### config.mk
export PLATFORM = sky130hd
export DESIGN_NAME = fifo_playback_ctrl_flat
export DESIGN_NICKNAME = d
export VERILOG_FILES = /design/src/rtl/fifo_playback_ctrl_pkg.sv /design/src/rtl/fifo_playback_ctrl_if.sv /design/src/rtl/fifo_playback_tick.sv /design/src/rtl/fifo_playback_ctrl.sv /design/src/flat_wrapper.sv
export SDC_FILE = /design/constraint.sdc
export NUM_CORES = 1
export LEC_CHECK = 0
export ABC_CLOCK_PERIOD_IN_PS = 2200
export CAP_MARGIN = 20
export CORE_ASPECT_RATIO = 0.75
export CORE_MARGIN = 1.5
export CORE_UTILIZATION = 53
export CTS_CLUSTER_DIAMETER = 50
export CTS_CLUSTER_SIZE = 10
export DETAILED_ROUTE_END_ITERATION = 10
export GPL_TIMING_DRIVEN = 0
export PLACE_DENSITY = 0.82
export SLEW_MARGIN = 30
export SYNTH_ARGS = -nofsm -noshare
export SYNTH_HDL_FRONTEND = slang
export SYNTH_SLANG_ARGS = --single-unit
### constraint.sdc
create_clock -name Clk -period 2.2 [get_ports Clk]
set_clock_uncertainty 0.15 [all_clocks]
set_input_delay 0.22 -clock Clk [delete_from_list [all_inputs] [get_ports Clk]]
set_output_delay 0.22 -clock Clk [all_outputs]
set_load 0.005 [all_outputs]
### src/rtl/fifo_playback_ctrl_pkg.sv
// Shared definitions for the FIFO record/playback controller.
//   state_t            : controller states (record plus the three playback phases)
//   tick_period_cycles : converts clock frequency [Hz] and step period [s] into
//                        a whole number of clock cycles, rounded, minimum 1
package fifo_playback_ctrl_pkg;

  typedef enum logic [1:0] {
    REC       = 2'd0,
    PLAY_WAIT = 2'd1,
    PLAY_POP  = 2'd2,
    PLAY_PUSH = 2'd3
  } state_t;

  // Evaluated at elaboration only; the +0.5 before truncation rounds to nearest.
  function automatic int tick_period_cycles(input real clk_hz, input real period_s);
    int n;
    n = $rtoi(clk_hz * period_s + 0.5);
    if (n < 1) n = 1;
    return n;
  endfunction

endpackage

### src/rtl/fifo_playback_ctrl_if.sv
// Handshake bundle between the playback controller and a synchronous FIFO.
//   Fifo_InData/Fifo_InValid/Fifo_InReady    : write side (controller -> FIFO)
//   Fifo_OutData/Fifo_OutValid/Fifo_OutReady : read side  (FIFO -> controller)
// A transfer happens on any cycle where the matching Valid and Ready are both 1.
//   master : controller view
//   slave  : FIFO view
interface fifo_playback_ctrl_if #(
  parameter int Width_g = 4
);

  logic [Width_g-1:0] Fifo_InData;
  logic               Fifo_InValid;
  logic               Fifo_InReady;
  logic [Width_g-1:0] Fifo_OutData;
  logic               Fifo_OutValid;
  logic               Fifo_OutReady;

  modport master (
    output Fifo_InData,
    output Fifo_InValid,
    output Fifo_OutReady,
    input  Fifo_InReady,
    input  Fifo_OutData,
    input  Fifo_OutValid
  );

  modport slave (
    input  Fifo_InData,
    input  Fifo_InValid,
    input  Fifo_OutReady,
    output Fifo_InReady,
    output Fifo_OutData,
    output Fifo_OutValid
  );

endinterface

### src/rtl/fifo_playback_tick.sv
// Free-running playback step timer.
//   Clk  : clock, rising edge
//   Rst  : synchronous active-high reset
//   Clr  : holds the counter at zero (first Tick then follows one full period)
//   Tick : high for one cycle every tick_period_cycles() cycles
// The counter wraps on its own terminal count, so tick spacing never drifts
// regardless of what the consumer does between ticks.
module fifo_playback_tick
  import fifo_playback_ctrl_pkg::*;
#(
  parameter real ClkFrequency_g   = 125.0e6,
  parameter real PlaybackPeriod_g = 0.5
) (
  input  logic Clk,
  input  logic Rst,
  input  logic Clr,
  output logic Tick
);

  localparam int PeriodC = tick_period_cycles(ClkFrequency_g, PlaybackPeriod_g);
  localparam int CntW    = (PeriodC > 1) ? $clog2(PeriodC) : 1;
  localparam logic [CntW-1:0] LastC = CntW'(PeriodC - 1);

  logic [CntW-1:0] cnt;

  always_ff @(posedge Clk) begin
    if (Rst || Clr) begin
      cnt <= '0;
    end else if (cnt == LastC) begin
      cnt <= '0;
    end else begin
      cnt <= cnt + 1'b1;
    end
  end

  assign Tick = (cnt == LastC) && !Clr;

endmodule

### src/rtl/fifo_playback_ctrl.sv
// Record/playback controller in front of a synchronous FIFO.
//   Clk, Rst                    : clock (rising edge), synchronous active-high reset
//   Data_In                     : value written on Push_Evt while recording
//   Push_Evt/Pop_Evt/Mode_Evt   : single-cycle event pulses
//   fifo (master)               : FIFO write and read handshakes
//   Led                         : displayed value (FIFO head in REC, last step in playback)
//   Mode                        : 0 = record, 1 = playback
//   Dropped                     : one-cycle pulse when a push hits a full FIFO
// In playback, every tick pops the head and pushes it back to the tail, so the
// FIFO contents rotate by one entry per step. The pop always precedes the push,
// so a full FIFO rotates without losing anything.
module fifo_playback_ctrl
  import fifo_playback_ctrl_pkg::*;
#(
  parameter int  Width_g          = 4,
  parameter real ClkFrequency_g   = 125.0e6,
  parameter real PlaybackPeriod_g = 0.5
) (
  input  logic               Clk,
  input  logic               Rst,
  input  logic [Width_g-1:0] Data_In,
  input  logic               Push_Evt,
  input  logic               Pop_Evt,
  input  logic               Mode_Evt,
  fifo_playback_ctrl_if.master fifo,
  output logic [Width_g-1:0] Led,
  output logic               Mode,
  output logic               Dropped
);

  state_t             state, state_nxt;
  logic               mode_pend, mode_pend_nxt;
  logic [Width_g-1:0] hold, hold_nxt;
  logic [Width_g-1:0] led_nxt;
  logic               tick;
  logic               tick_clr;

  // Timer is held cleared throughout REC so the first step after entering
  // playback is one full period away.
  assign tick_clr = (state == REC);

  fifo_playback_tick #(
    .ClkFrequency_g   (ClkFrequency_g),
    .PlaybackPeriod_g (PlaybackPeriod_g)
  ) u_tick (
    .Clk  (Clk),
    .Rst  (Rst),
    .Clr  (tick_clr),
    .Tick (tick)
  );

  always_ff @(posedge Clk) begin
    if (Rst) begin
      state     <= REC;
      mode_pend <= 1'b0;
      hold      <= '0;
      Led       <= '0;
    end else begin
      state     <= state_nxt;
      mode_pend <= mode_pend_nxt;
      hold      <= hold_nxt;
      Led       <= led_nxt;
    end
  end

  always_comb begin
    state_nxt          = state;
    mode_pend_nxt      = mode_pend;
    hold_nxt           = hold;
    led_nxt            = Led;
    fifo.Fifo_InData   = Data_In;
    fifo.Fifo_InValid  = 1'b0;
    fifo.Fifo_OutReady = 1'b0;
    Dropped            = 1'b0;

    case (state)
      REC: begin
        // Push and pop are independent and may both fire in one cycle.
        fifo.Fifo_InValid  = Push_Evt;
        fifo.Fifo_OutReady = Pop_Evt;
        Dropped            = Push_Evt & ~fifo.Fifo_InReady;
        led_nxt            = fifo.Fifo_OutValid ? fifo.Fifo_OutData : '0;
        mode_pend_nxt      = 1'b0;
        if (Mode_Evt) state_nxt = PLAY_WAIT;
      end

      PLAY_WAIT: begin
        // A pending mode change wins over a coincident tick: no half rotation.
        if (Mode_Evt || mode_pend) begin
          state_nxt     = REC;
          mode_pend_nxt = 1'b0;
        end else if (tick) begin
          if (fifo.Fifo_OutValid) begin
            fifo.Fifo_OutReady = 1'b1;
            led_nxt            = fifo.Fifo_OutData;
            hold_nxt           = fifo.Fifo_OutData;
            state_nxt          = PLAY_POP;
          end else begin
            led_nxt = '0;
          end
        end
      end

      PLAY_POP: begin
        // Gap cycle so the FIFO's registered ready reflects the pop before re-push.
        if (Mode_Evt) mode_pend_nxt = 1'b1;
        state_nxt = PLAY_PUSH;
      end

      PLAY_PUSH: begin
        fifo.Fifo_InData  = hold;
        fifo.Fifo_InValid = 1'b1;
        if (Mode_Evt) mode_pend_nxt = 1'b1;
        if (fifo.Fifo_InReady) state_nxt = PLAY_WAIT;
      end

      default: begin
        state_nxt = REC;
      end
    endcase

    // Handshake strobes are silenced during reset; the FIFO is reset alongside.
    if (Rst) begin
      fifo.Fifo_InValid  = 1'b0;
      fifo.Fifo_OutReady = 1'b0;
      Dropped            = 1'b0;
    end
  end

  assign Mode = (state != REC) && !Rst;

endmodule

### src/flat_wrapper.sv
// flat-port wrapper written by rule: the top's interface ports become plain ports
module fifo_playback_ctrl_flat import fifo_playback_ctrl_pkg::*;
#(
  parameter int  Width_g          = 4,
  parameter real ClkFrequency_g   = 125.0e6,
  parameter real PlaybackPeriod_g = 0.5
)
  (Clk, Rst, Data_In, Push_Evt, Pop_Evt, Mode_Evt, Led, Mode, Dropped, fifo_Fifo_InData, fifo_Fifo_InValid, fifo_Fifo_OutReady, fifo_Fifo_InReady, fifo_Fifo_OutData, fifo_Fifo_OutValid);
  fifo_playback_ctrl_if #(.Width_g(Width_g)) fifo_i ();
  input  logic Clk;
  input  logic Rst;
  input  logic [Width_g-1:0] Data_In;
  input  logic Push_Evt;
  input  logic Pop_Evt;
  input  logic Mode_Evt;
  output logic [Width_g-1:0] Led;
  output logic Mode;
  output logic Dropped;
  output wire logic [$bits(fifo_i.Fifo_InData)-1:0] fifo_Fifo_InData;
  output wire logic [$bits(fifo_i.Fifo_InValid)-1:0] fifo_Fifo_InValid;
  output wire logic [$bits(fifo_i.Fifo_OutReady)-1:0] fifo_Fifo_OutReady;
  input wire logic [$bits(fifo_i.Fifo_InReady)-1:0] fifo_Fifo_InReady;
  input wire logic [$bits(fifo_i.Fifo_OutData)-1:0] fifo_Fifo_OutData;
  input wire logic [$bits(fifo_i.Fifo_OutValid)-1:0] fifo_Fifo_OutValid;
  assign fifo_Fifo_InData = fifo_i.Fifo_InData;
  assign fifo_Fifo_InValid = fifo_i.Fifo_InValid;
  assign fifo_Fifo_OutReady = fifo_i.Fifo_OutReady;
  assign fifo_i.Fifo_InReady = fifo_Fifo_InReady;
  assign fifo_i.Fifo_OutData = fifo_Fifo_OutData;
  assign fifo_i.Fifo_OutValid = fifo_Fifo_OutValid;
  fifo_playback_ctrl #(.Width_g(Width_g), .ClkFrequency_g(ClkFrequency_g), .PlaybackPeriod_g(PlaybackPeriod_g)) u_core (.Clk(Clk), .Rst(Rst), .Data_In(Data_In), .Push_Evt(Push_Evt), .Pop_Evt(Pop_Evt), .Mode_Evt(Mode_Evt), .fifo(fifo_i), .Led(Led), .Mode(Mode), .Dropped(Dropped));
endmodule
== Word-level counts from Yosys, hierarchy flattened ==
Index checks and enable logic that the tools add are counted.

* $add $sub $neg: 1
* Multiplexer cells: 23
* Bitwise gates (word level): 3
* Reduce and logical (&&, ||, !) cells: 15
* Equality and inequality tests: 12

{| class="wikitable"
|+ Operators by type and width
! operator !! number
|-
| 26-bit by 1-bit adder with 26-bit output, second input constant || 1
|-
| 26-bit == test, second input constant || 1
|-
| 4-bit two-way mux || 4
|-
| 2-bit two-way mux || 5
|-
| 1-bit two-way mux || 9
|-
| 2-bit case mux with 4 select lines || 1
|-
| 4-bit case mux with 2 select lines || 1
|-
| 4-bit AND reduction || 2
|-
| 2-bit by 1-bit inequality test with 1-bit output, second input constant || 3
|-
| 2-bit inequality test, second input constant || 3
|-
| 2-bit == test, second input constant || 2
|-
| 1-bit case mux with 2 select lines || 2
|-
| 2-bit nonzero test || 2
|-
| 2-bit OR reduction || 2
|-
| 3-bit by 1-bit inequality test with 1-bit output, second input constant || 1
|-
| 3-bit by 2-bit inequality test with 1-bit output, second input constant || 1
|-
| 1-bit case mux with 3 select lines || 1
|-
| 3-bit AND reduction || 1
|-
| 2-bit by 1-bit == test with 1-bit output, second input constant || 1
|-
| 1-bit logical AND || 2
|-
| 1-bit zero test || 2
|-
| 2-bit zero test || 1
|-
| 1-bit logical OR || 2
|-
| 1-bit NOT || 2
|-
| other kinds (2) || 2
|}

* Output and inout port bits: 12
* Word-level logic and storage cells: 59
* Flip-flop bits (word level): 37
* Input port bits: 15

== Longest topological paths before layout ==
* Depth in word-level cells: 7
* Mapped depth: 7
* Depth with buffers taken out: 7

== Hierarchy ==
A second synthesis with hierarchy kept.

* Cells, all modules: 225
* Area, all modules: 1943.1 um^2

{| class="wikitable"
|+ By module, submodules not included
! module !! instances !! area each (um^2) !! cells an instance !! seq. area each (um^2)
|-
| fifo_playback_tick || 1 || 1258.7 || 147 || 520.5
|-
| fifo_playback_ctrl || 1 || 684.4 || 78 || 220.2
|}

== Worst setup path after synthesis ==
Ideal clock, no wire load.

* Path type: reg-to-reg
* From: register u_core.u_tick.cnt[9]
* To: register u_core.state[0]
* Arrival time: 1.676 ns
* Path slack: 0.250 ns
* Stages on the path, launching flop included: 6
* Setup time: 0.123 ns
* Required time: 1.927 ns
* Buffers on the path: 0
* Path through: dfxtp_1 -> or4b_4 -> nor3_4 -> nand2_2 -> o21ai_2 -> mux2_1

* Cells in the longest elaborated chain, start to end: 4

{| class="wikitable"
|+ RTL lines
! what !! line !! source
|-
| start: declaration || fifo_playback_tick.sv:24 || <nowiki>logic [CntW-1:0] cnt;</nowiki>
|-
| start signal: assignment || fifo_playback_tick.sv:32 || <nowiki>cnt <= cnt + 1'b1;</nowiki>
|-
| 26-bit == test || fifo_playback_tick.sv:36 || <nowiki>assign Tick = (cnt == LastC) && !Clr;</nowiki>
|-
| 1-bit logical AND || fifo_playback_tick.sv:36 ||
|-
| 3-bit by 1-bit inequality test with 1-bit output (no line) || -- ||
|-
| 4-bit AND reduction (no line) || -- ||
|-
| end signal: assignment || fifo_playback_ctrl.sv:59 || <nowiki>state <= state_nxt;</nowiki>
|-
| end: declaration || fifo_playback_ctrl.sv:31 || <nowiki>state_t state, state_nxt;</nowiki>
|}

Every way passes these cells.
A chain may end at the register's enable or synchronous reset.

== Worst setup path in the final report ==
* From: register u_core.u_tick.cnt[0]
* To: output port fifo_Fifo_OutReady

* Cells in the longest elaborated chain, start to end: 6

{| class="wikitable"
|+ RTL lines
! what !! line !! source
|-
| 26-bit == test || fifo_playback_tick.sv:36 ||
|-
| 1-bit logical AND || fifo_playback_tick.sv:36 ||
|-
| 1-bit two-way mux || fifo_playback_ctrl.sv:92 || <nowiki>end else if (tick) begin</nowiki>
|-
| 1-bit two-way mux || fifo_playback_ctrl.sv:89 || <nowiki>if (Mode_Evt || mode_pend) begin</nowiki>
|-
| 1-bit case mux with 2 select lines || fifo_playback_ctrl.sv:76 || <nowiki>case (state)</nowiki>
|-
| 1-bit two-way mux || fifo_playback_ctrl.sv:123 || <nowiki>if (Rst) begin</nowiki>
|-
| end: declaration || flat_wrapper.sv:21 || <nowiki>output wire logic [$bits(fifo_i.Fifo_OutReady)-1:0] fifo_Fifo_OutReady;</nowiki>
|}

Every way passes these cells.

==> impl_metrics.csv <==
group,metric,value,unit
timing,tightestPinTransition,0.5711,ns
run_status,status,"finished, final reports clean",
floorplan,dieArea,3834,µm²
setup_path,start_kind,"flop",
synth,synth-edff-count,0,
drt,drt_iter0_drc,50,
grt,use_met1,28.93,%
grt,grt_use_met3,5.243,%
setup_path,reg2reg_to,"u_core.state[0]",
floorplan,die_h,54,µm
setup_path,required,1.83,ns
final_layout,multi_input_area,1121,µm²
clock_network,clk_pin_slew_worst_paths,0.07,ns
floorplan,row_count,18,
setup_path,endpoint_kind,"output pin",
timing,fin_crit,2.167,ns
placed_design,placed_area,2138,µm²
synth,yosys.area_share.adder,4.084,%
setup_path,cp.buffers_inverters,1,
clock_network,clockBufferDepth,2,
clock_network,clkLatencyLatePin,0.29,ns
setup_path,slowest_stage,"nor4_4",
drt,wl_per_cell,14.16,µm
final_layout,nFillCells,262,
synth,synth_area_leader_cell,"dfxtp_1",
placed_design,io_buffers,25,
clock_network,clockRootBuffer,"clkbuf_8",
setup_path,reg2reg_slack,0.06,ns
synth,syn_area,1838,µm²
pwr,vdd_drop_max,0.4671,mV
grt,grt_max_degree,11,
drt,ant_nets,0,
synth,yosys-top-cells-area,"dfxtp_1, nor2_1, xor2_1, mux2i_1, xnor2_1",
synth,synth_cell_type_count,33,
grt,grt_pass1_wl,6410,µm
synth,synth-xor-area-share,11.44,%
drt,dr.pass1.iters,4,
grt,grt.busiest_layer,"met2",
setup_path,cp_max_fo,4,
setup_path,critPathLaunch,"u_core.u_tick.cnt[0]",
setup_path,cp_cell_sequence,"ha_4 -> nand4_1 -> nor4_4 -> nand4_4 -> a21oi_2 -> buf_2",
drt,vias,1466,
grt,antenna_found_initial,0,
drt,avgViaCountPerCell,5.273,
synth,synth.top_cell.area_share,40.30,%
setup_path,crit_type,"flop to output pin",
setup_path,cp_num_cells,6,
synth,synth_top_family_by_area,"simple AND/OR/NAND/NOR gates",
floorplan,num_io_pins,27,
grt,met2_usage,34.27,%
clock_network,cts_hold_buf,0,
synth,synthFlopType,"dfxtp_1",
grt,track_usage,21.58,%
setup_path,cp_data_arrival_time,1.80,ns
final_layout,final_nets,259,
placed_design,dpl.hpwl,2746,µm
timing,slew_viol_final,0,
pwr,power.leakage,0.9015,nW
timing,holdWs,0.3009,ns
synth,async_flop_share,0,%
grt,grt-ovfl-total,0,
synth,netlist_top_cells_count,"dfxtp_1, nor2_1, xor2_1, nand2_1, nand3_1",
clock_network,clock-sinks,37,
synth,avgSynthCellArea,9.144,µm²
flow_run,cap_violations,0,
setup_path,max_stage_delay,0.44,ns
synth,synth_compound_gate_area_share,2.314,%
floorplan,initial_utilization,55.52,%
synth,synth_most_common_cell,"dfxtp_1",
final_layout,design_area,2340,µm²
floorplan,die_w,71,µm
drt,drcViolationCount,0,
min_path,hp-class,"input pin to flop",
timing,hold_viol,0,
floorplan,core_area,3311,µm²
drt,routed_wl,3936,µm
setup_path,crit_family,"simple AND/OR/NAND/NOR gates",
timing,rsz0062_at_grt,"true",
pwr,powerDensity,587.3,nW/µm²
timing,period_share,98.52,%
clock_network,cts_inserted_buffers,5,
synth,yosys_register_bits,37,
synth,synth-simple-area-share,31.45,%
timing,slew_headroom,61.72,%
final_layout,diodes,0,
final_layout,seq_area,750.7,µm²
clock_network,cts_tree,"yes",
setup_path,r2r-start,"u_core.u_tick.cnt[17]",
timing,fmax,461.4,MHz
synth,synthesis.yosys.warnings,0,
setup_path,reg2reg_depth,6,
synth,synth.net_count,222,
setup_path,crit_end,"fifo_Fifo_OutReady",
synth,synthCells,201,
grt,grt_pass1_vias,1385,
placed_design,place_congestion,0.7357,
synth,seq_area_frac_synth,40.30,%
final_layout,drive_gt1_share,18.07,%
timing,setup_violations,0,
synth,synthMuxAreaShare,7.965,%
clock_network,cts_max_level,2,
final_layout,area_delta_synth_final,27.30,%
==> repair_timing <==
item | 4_1_cts | 5_1_grt
endpoints found under the hold margin | 0 | 0
buffers inserted | 4 | 3
pin swaps | 5 | 6
setup endpoints to repair | 7 | 28
resized for setup | 14 | 9
==> registers in the layout (all words and copies together) (netlist names) <==
signal             cells
u_core.hold            4
u_core.state           2
u_core.Led             4
u_core.mode_pend       1
u_core.u_tick.cnt     26
==> how the worst min path moves through the flow <==
| stage | start | end | cells after the start |
|---|---|---|---|
| floorplan | fifo_Fifo_OutData[0] | u_core.Led[0] | 2 |
| global placement | u_core.u_tick.cnt[0] | u_core.u_tick.cnt[0] | 1 |
| detailed placement | u_core.u_tick.cnt[0] | u_core.u_tick.cnt[0] | 1 |
| CTS | Rst | u_core.Led[1] | 3 |
| global route | u_core.u_tick.cnt[0] | u_core.u_tick.cnt[0] | 1 |
| finish | Rst | u_core.Led[2] | 3 |
==> logic make-up (layout without fill, tap and decap cells) <==
| group | Yosys count | in the layout |
|---|---|---|
| AO/OA/AOI/OAI | 7 | 7 |
| AND/OR/NAND/NOR | 103 | 103 |
| buffers and inverters | 10 | 47 |
| flip-flops | 37 | 37 |
| XOR/XNOR | 24 | 24 |
| multiplexers | 14 | 14 |
| adder cells (fa/ha/maj) | 6 | 6 |
==> area by class of cell <==
type | instances | share of cell area [%]
inverter | 4 | 0.6417
tap | 40 | 2.139
timing repair buffer | 31 | 12.41
clock buffer | 7 | 3.690
multi-input combinational | 154 | 47.91
buffer | 5 | 1.123
sequential | 37 | 32.09
==> worst reg2reg max path, cell delays in order, from the launching register on <==
cell and delay [ns]:
dfxtp_2 0.33, or4b_4 0.56, nor3_4 0.26, buf_4 0.17, nand2_4 0.07, o21ai_4 0.18
mux2_4 0.31
==> layer usage <==
metal | share of wire (%) | up-vias
met2 | 46 | 22
li1 | - | 752
met4 | 1.3 | 0
met3 | 2.8 | 6
met5 | 0 | -
met1 | 50 | 686
==> layout by cell type (no fill, tap or decap), drive strengths merged <==
cell	netlist	final
a21oi	4	4
and2	3	3
and3	6	6
and4	4	4
buf	2	9
clkbuf	4	10
clkdlybuf4s50	0	24
dfxtp	37	37
ha	6	6
inv	4	4
mux2	5	5
mux2i	9	9
nand2	15	15
nand2b	6	6
nand3	12	12
nand3b	1	1
nand4	6	6
nand4b	1	1
nand4bb	1	1
nor2	36	36
nor2b	2	2
nor3	6	6
nor4	1	1
o21ai	3	3
or3b	1	1
or4b	2	2
xnor2	9	9
xor2	15	15
==> power breakdown <==
part | switching [mW] | internal [mW]
clock network | 0.230 | 0.249
logic | 0.0930 | 0.107
registers | 0.0126 | 0.683
==> stage by stage <==
| step | TNS [ns] | total power, mW | worst slack (ns) | cells | utilization [%] |
|---|---|---|---|---|---|
| floorplan | 0 | 0.8031 | 0.2504 | 201 | - |
| global placement | -0.2924 | 0.8822 | -0.2924 | 266 | 64.59 |
| detailed placement | -0.2979 | 0.8851 | -0.2979 | 266 | 64.59 |
| CTS | -0.008936 | 1.362 | -0.008936 | 276 | 69.05 |
| global route | -0.09079 | 1.427 | -0.08769 | 278 | 70.67 |
| finish | 0 | 1.374 | 0.03252 | 278 | 70.67 |
Note: power is estimated with default switching activity, not from simulation.
